<file path="config.mk">
export PLATFORM = sky130hd
export DESIGN_NAME = mux_scan_ctrl
export DESIGN_NICKNAME = d
export VERILOG_FILES = /design/src/rtl/mux_scan_pkg.sv /design/src/rtl/mux_scan_next_ch.sv /design/src/rtl/mux_scan_ctrl.sv
export SDC_FILE = /design/constraint.sdc
export NUM_CORES = 1
export LEC_CHECK = 0
export CAP_MARGIN = 10
export CORE_MARGIN = 10
export CORE_UTILIZATION = 26
export CTS_BUF_LIST = sky130_fd_sc_hd__clkbuf_8 sky130_fd_sc_hd__clkbuf_16
export CTS_CLUSTER_DIAMETER = 120
export DETAILED_ROUTE_END_ITERATION = 10
export GPL_TIMING_DRIVEN = 1
export PLACE_DENSITY = 0.43
export SYNTH_ARGS = -nofsm -noshare
export SYNTH_HDL_FRONTEND = slang
export SYNTH_SLANG_ARGS = --single-unit
</file>
<file path="constraint.sdc">
create_clock -name clk -period 6.4 [get_ports clk]
set_input_delay 1.6 -clock clk [delete_from_list [all_inputs] [get_ports clk]]
set_output_delay 1.6 -clock clk [all_outputs]
set_load 0.02 [all_outputs]
</file>
<file path="src/rtl/mux_scan_pkg.sv">
// Shared types and constants for the 13:1 mux scan sequencer.
package mux_scan_pkg;

   localparam int NCH_DEF  = 13;
   localparam int SELW_DEF = 4;
   // Settle counter width; covers settle times up to 15 cycles.
   localparam int CNTW     = 4;

   typedef enum logic [1:0] {
      IDLE,
      SETTLE,
      DONE
   } state_t;

endpackage

</file>
<file path="src/rtl/mux_scan_next_ch.sv">
// Priority encoder over the channel mask: next enabled channel above the
// current select, whether one exists, and the lowest enabled channel.
module mux_scan_next_ch
   import mux_scan_pkg::*;
#(
   parameter int NCH  = NCH_DEF,
   parameter int SELW = SELW_DEF
) (
   input  logic [NCH-1:0]  i_mask,
   input  logic [SELW-1:0] i_cur,
   output logic [SELW-1:0] o_next,
   output logic            o_has_next,
   output logic [SELW-1:0] o_low
);

   logic [NCH-1:0] w_above;

   genvar gi;
   generate
      for (gi = 0; gi < NCH; gi++) begin : g_above
         assign w_above[gi] = i_mask[gi] && (SELW'(gi) > i_cur);
      end
   endgenerate

   assign o_has_next = |w_above;

   // Descending sweep so the last hit is the lowest qualifying index.
   always_comb begin
      o_next = '0;
      o_low  = '0;
      for (int k = NCH - 1; k >= 0; k--) begin
         if (w_above[k]) o_next = SELW'(k);
         if (i_mask[k])  o_low  = SELW'(k);
      end
   end

endmodule

</file>
<file path="src/rtl/mux_scan_ctrl.sv">
// Mux scan sequencer: steps the select through enabled channels, samples the
// mux output after a settle time and hands the frame off over valid/ready.
module mux_scan_ctrl
   import mux_scan_pkg::*;
#(
   parameter int NCH        = NCH_DEF,
   parameter int SELW       = SELW_DEF,
   parameter int SETTLE_CYC = 2
) (
   input  logic            clk,
   input  logic            rst_n,
   input  logic            start,
   input  logic            cont,
   input  logic [NCH-1:0]  mask,
   output logic [SELW-1:0] s,
   input  logic            o,
   output logic [NCH-1:0]  frame,
   output logic            frame_valid,
   input  logic            frame_ready,
   output logic            busy
);

   state_t            r_state, w_state_next;
   logic [SELW-1:0]   r_s, w_s_next;
   logic [CNTW-1:0]   r_cnt, w_cnt_next;
   logic [NCH-1:0]    r_acc, w_acc_next;
   logic [NCH-1:0]    r_frame, w_frame_next;
   logic              r_valid, w_valid_next;
   logic [NCH-1:0]    r_mask, w_mask_next;
   logic              r_cont, w_cont_next;

   logic [NCH-1:0]    w_enc_mask;
   logic [NCH-1:0]    w_acc_sampled;
   logic [SELW-1:0]   w_next_ch;
   logic [SELW-1:0]   w_low_ch;
   logic              w_has_next;
   logic              w_last_cyc;

   // In IDLE the lowest channel must come from the live mask being latched.
   assign w_enc_mask = (r_state == IDLE) ? mask : r_mask;

   mux_scan_next_ch #(
      .NCH  (NCH),
      .SELW (SELW)
   ) u_next_ch (
      .i_mask     (w_enc_mask),
      .i_cur      (r_s),
      .o_next     (w_next_ch),
      .o_has_next (w_has_next),
      .o_low      (w_low_ch)
   );

   genvar gi;
   generate
      for (gi = 0; gi < NCH; gi++) begin : g_sample
         assign w_acc_sampled[gi] = (r_s == SELW'(gi)) ? o : r_acc[gi];
      end
   endgenerate

   assign w_last_cyc = (r_cnt == CNTW'(SETTLE_CYC - 1));

   always_ff @(posedge clk or negedge rst_n) begin
      if (!rst_n) begin
         r_state <= IDLE;
         r_s     <= '0;
         r_cnt   <= '0;
         r_acc   <= '0;
         r_frame <= '0;
         r_valid <= 1'b0;
         r_mask  <= '0;
         r_cont  <= 1'b0;
      end else begin
         r_state <= w_state_next;
         r_s     <= w_s_next;
         r_cnt   <= w_cnt_next;
         r_acc   <= w_acc_next;
         r_frame <= w_frame_next;
         r_valid <= w_valid_next;
         r_mask  <= w_mask_next;
         r_cont  <= w_cont_next;
      end
   end

   always_comb begin
      w_state_next = r_state;
      w_s_next     = r_s;
      w_cnt_next   = r_cnt;
      w_acc_next   = r_acc;
      w_frame_next = r_frame;
      w_valid_next = r_valid;
      w_mask_next  = r_mask;
      w_cont_next  = r_cont;

      case (r_state)
         IDLE: begin
            if (start) begin
               w_mask_next = mask;
               w_cont_next = cont;
               w_acc_next  = '0;
               w_cnt_next  = '0;
               if (|mask) begin
                  w_state_next = SETTLE;
                  w_s_next     = w_low_ch;
               end else begin
                  w_state_next = DONE;
                  w_frame_next = '0;
                  w_valid_next = 1'b1;
               end
            end
         end
         SETTLE: begin
            if (w_last_cyc) begin
               w_acc_next = w_acc_sampled;
               w_cnt_next = '0;
               if (w_has_next) begin
                  w_s_next = w_next_ch;
               end else begin
                  w_state_next = DONE;
                  w_frame_next = w_acc_sampled;
                  w_valid_next = 1'b1;
               end
            end else begin
               w_cnt_next = r_cnt + CNTW'(1);
            end
         end
         DONE: begin
            if (frame_ready) begin
               w_valid_next = 1'b0;
               w_acc_next   = '0;
               w_cnt_next   = '0;
               // An empty mask has nothing to re-scan, so continuous mode ends.
               if (r_cont && (|r_mask)) begin
                  w_state_next = SETTLE;
                  w_s_next     = w_low_ch;
               end else begin
                  w_state_next = IDLE;
                  w_s_next     = '0;
               end
            end
         end
         default: begin
            w_state_next = IDLE;
            w_s_next     = '0;
         end
      endcase
   end

   assign s           = r_s;
   assign frame       = r_frame;
   assign frame_valid = r_valid;
   assign busy        = (r_state != IDLE);

endmodule

</file>
==> results.md <==
- Main area contributors after synthesis: sky130_fd_sc_hd__dfrtp_1, sky130_fd_sc_hd__mux2_2, sky130_fd_sc_hd__o21ai_0
- Peak supply drop: 0.1990 mV
- Fraction of the mapped netlist area in compound gates: 0.2268
- First-pass iteration count of the detailed router: 4
- Total Nets Final: 409
- Worst path arrival time: 2.29 ns
- Wire length per cell: 17.61 µm
- Leading area contributor after synthesis: sky130_fd_sc_hd__dfrtp_1
- Boundary pin count: 38
- Antenna cells: 0
- Internal power contribution: 1.049 mW
- Worst reg2reg setup slack: 3.17 ns
- Element type at the critical path start: register
- Share of the synthesized netlist area taken by xor and xnor gates: 0
- Fraction of synthesized cell area taken by the top area cell type: 0.3817
- HPWL Detailed: 7.179 mm
- Reg2Reg Launch Point: r_state[1]
- Terminus of the critical flop-to-flop path: frame[2]
- Maximum single-stage delay on the critical path: 0.93 ns
- Share of synthesized cell area in full adder, half adder and majority cells: 0.007485
- Capturing element type of the critical path: output port
- Vias per cell: 5.130
- Sequential share of the synthesized area: 0.3817
- Net Sw Frac: 0.4812
- Global-route wire length before repair: 16.33 mm
- Clock tree root buffer cell: sky130_fd_sc_hd__clkbuf_16
- Net count of the mapped netlist: 384
- Num Clock Sinks: 51
- Clock transition at the registers of the reported paths: 0.08 ns
- Total standard cell area after synthesis: 3343 µm²
- Global-route usage over all layers: 0.1112
- Area Overhead vs Synth: 19.16%
- Critical path's slowest cell: sky130_fd_sc_hd__dfrtp_1
- Combinational group share of total power: 0.564
- Highest net fanout along the worst path: 27
- Detailed-route wire length: 9.877 mm
- Synth async-reset ratio: 1.000
- Actual transition at the worst max-transition pin: 0.9542 ns
- Relative contribution of sequential cells to total power: 0.298
- Initial detailed-routing violation count: 187
- Gate count of the mapped netlist: 363
- Total DRC errors in the routed layout: 0
- Clock Power Share: 0.139
- Main combinational cell family by area after synthesis: compound AO/OA/AOI/OAI gates
- Detail Route Antenna Nets: 0
- Number of standard cells in the layout, taps in and fillers out: 561
- Leakage: 1.540 nW
- Most frequent cells in the layout: sky130_fd_sc_hd__dfrtp_1, sky130_fd_sc_hd__clkdlybuf4s50_1, sky130_fd_sc_hd__nor2_1
- TritonCTS buffer count: 5
- Area enclosed by the die boundary: 17790 µm²
- Share of the cycle needed by the critical path after routing: 0.6083
- Commonest non-fill, non-tap cell in the layout: sky130_fd_sc_hd__dfrtp_1
- Via count of the first global-routing pass: 3003
- Number of cells on the worst reg-to-reg path: 7
- Worst setup path startpoint: r_state[1]
- Type of the worst min-delay path: reg2reg
- H-tree level count: 2
- Tmin final: 3.893 ns
- Number of distinct library cells after synthesis: 66
- Post-synth EDFFs: 0
- Clk Latency, worst-skew pair: 0.30 ns
- RSZ-0062 raised after global routing: false
- Die Wd: 133.4 µm
- Number of placed instances, taps included: 553
- Initial cell density of the core: 0.2649
- Multiplexer area fraction after synthesis: 0.1325
- Number of buffers inserted by port buffering: 37
- Per-instance average area after synthesis: 9.210 µm²
- Final slew viol count: 0
- Maximum number of pins on one net before global-route repair: 52
- Chip Height: 133.4 µm
- CTS tree: yes
- # Post-CTS Setup Buffers: 0
- WP data required: 4.80 ns
- Hold Violations, Final: 0
- Switching power of the nets: 973.4 µW
- YS warnings: 0
- Clock Path Buffers: 2
- Count of hold-fix buffers inserted at cts: 0
- GPL Wtd Cong: 0.8522
- Row Count: 41
- Simple logic cell fraction of the synthesized area: 0.2028
- Predominant post-synthesis flop cell: sky130_fd_sc_hd__dfrtp_1
- Fraction of layout cells with a size suffix above 1: 0.1568
- Relative slew slack: 0.3635
- Number of setup violations in the final report: 0
- Antenna violations before repair: 0
- Core Box Area: 12620 µm²
- Highest Clock Rate: 256.9 MHz
- Power density over the cells: 507.7 nW/µm²
- GRT Residual Overflow: 0
- Crit-path cells: nor2_4 -> inv_4 -> clkdlybuf4s50_1
- Count of vias placed by the detailed router: 2878
- Count of instances resized after the clock tree is built: 0
- Sum of negative setup slack: 0 ns
- Capturing element of the worst setup path: busy
- Flip-flop and latch count after synthesis: 51
- Type of the worst setup path: reg2out
- Status: completed
- Max-cap violation count: 0
- Worst Clk Skew: 0.008909 ns
-- through the flow --
stage | power (mW) | utilization | cell area, µm² | setup WS (ns) | hold WS (ns)
3_5_place_dp | 1.746 | 0.3036 | 3831 | 2.211 | 0.4663
5_1_grt | 2.183 | 0.3157 | 3984 | 2.329 | 0.5020
3_3_place_gp | 1.754 | 0.3036 | 3831 | 2.204 | 0.4595
2_1_floorplan | 1.428 | - | 3343 | 3.067 | 0.4458
4_1_cts | 2.041 | 0.3157 | 3984 | 2.505 | 0.4833
6_report | 2.023 | 0.3157 | 3984 | 2.507 | 0.4775
-- metal layers --
layer	up-vias	GRT usage	wire (µm)
met5	-	0	0
met4	0	0.03023	142
met2	51	0.1735	4423
met1	1424	0.1532	4914
met3	10	0.02030	397
li1	1393	-	-
-- flip-flops by register name, summed over array words and instances (netlist names) --
| name | cells |
|---|---|
| frame | 13 |
| r_state | 2 |
| r_cnt | 4 |
| s | 4 |
| r_cont | 1 |
| r_acc | 13 |
| frame_valid | 1 |
| r_mask | 13 |
-- kinds of logic after synthesis --
logic type                 after synthesis
and+or+nand+nor                        126
muxes                                   39
DFF                                     51
buffers and inverters                   35
adders and majority gates                2
AOI/OAI and AO/OA                      110
-- Yosys cell counts, types with 2 or more instances --
master / count
sky130_fd_sc_hd__or2_2: 5
sky130_fd_sc_hd__inv_1: 13
sky130_fd_sc_hd__nor4_1: 6
sky130_fd_sc_hd__buf_6: 2
sky130_fd_sc_hd__o21ai_1: 2
sky130_fd_sc_hd__nand2_1: 32
sky130_fd_sc_hd__nand2b_1: 7
sky130_fd_sc_hd__o2bb2ai_1: 2
sky130_fd_sc_hd__ha_1: 2
sky130_fd_sc_hd__o31ai_1: 9
sky130_fd_sc_hd__nor3_1: 7
sky130_fd_sc_hd__buf_2: 5
sky130_fd_sc_hd__and2_1: 3
sky130_fd_sc_hd__a32o_1: 3
sky130_fd_sc_hd__clkbuf_1: 11
sky130_fd_sc_hd__a21oi_1: 20
sky130_fd_sc_hd__mux2i_1: 12
sky130_fd_sc_hd__o22ai_1: 9
sky130_fd_sc_hd__o21ai_0: 29
sky130_fd_sc_hd__nor3b_1: 2
sky130_fd_sc_hd__a31oi_1: 4
sky130_fd_sc_hd__mux2_4: 5
sky130_fd_sc_hd__nor2_1: 34
sky130_fd_sc_hd__a31o_2: 3
sky130_fd_sc_hd__o21a_1: 2
sky130_fd_sc_hd__nand3_1: 6
sky130_fd_sc_hd__or3_1: 2
sky130_fd_sc_hd__nor4b_1: 2
sky130_fd_sc_hd__or3b_2: 3
sky130_fd_sc_hd__o211ai_1: 3
sky130_fd_sc_hd__o41ai_1: 2
sky130_fd_sc_hd__a22o_1: 2
sky130_fd_sc_hd__mux2_2: 22
sky130_fd_sc_hd__nor4b_4: 2
sky130_fd_sc_hd__nand4_1: 2
sky130_fd_sc_hd__a211oi_1: 4
sky130_fd_sc_hd__nor2b_1: 4
sky130_fd_sc_hd__buf_4: 2
sky130_fd_sc_hd__dfrtp_1: 51
-- worst min-delay path by stage --
stage | depth (start not counted) | start | slack [ns] | endpoint
detailed placement | 2 | r_acc[6] | 0.47 | r_acc[6]
global placement | 2 | r_acc[6] | 0.46 | r_acc[6]
CTS | 2 | r_acc[6] | 0.48 | r_acc[6]
global route | 2 | r_acc[12] | 0.50 | r_acc[12]
floorplan | 2 | r_acc[12] | 0.45 | r_acc[12]
finish | 2 | r_acc[6] | 0.48 | r_acc[6]
-- power by group through the flow --
| stage | combinational, mW | clock, mW | sequential [mW] |
|---|---|---|---|
| after floorplan | 0.879 | 0 | 0.549 |
| after CTS | 1.15 | 0.294 | 0.599 |
| after detailed placement | 1.14 | 0 | 0.604 |
| after global routing | 1.26 | 0.300 | 0.627 |
| after global placement | 1.15 | 0 | 0.605 |
| final | 1.14 | 0.280 | 0.602 |
-- critical path, delay by kind of cell, from the launching register on --
kind	cells	cell delay [ns]
flip-flops	1	0.93
AND/OR/NAND/NOR	1	0.13
buffers and inverters	2	0.92
-- final cells by class --
cell class | instances | area [µm²]
clock buffer | 5 | 125.1
multi-input combinational | 277 | 1904
sequential | 51 | 1276
clock inverter | 3 | 27.53
fill | 1370 | 8636
tap | 172 | 215.2
inverter | 14 | 55.05
timing repair buffer | 39 | 380.4
Note: power is estimated with default switching activity, not from simulation.
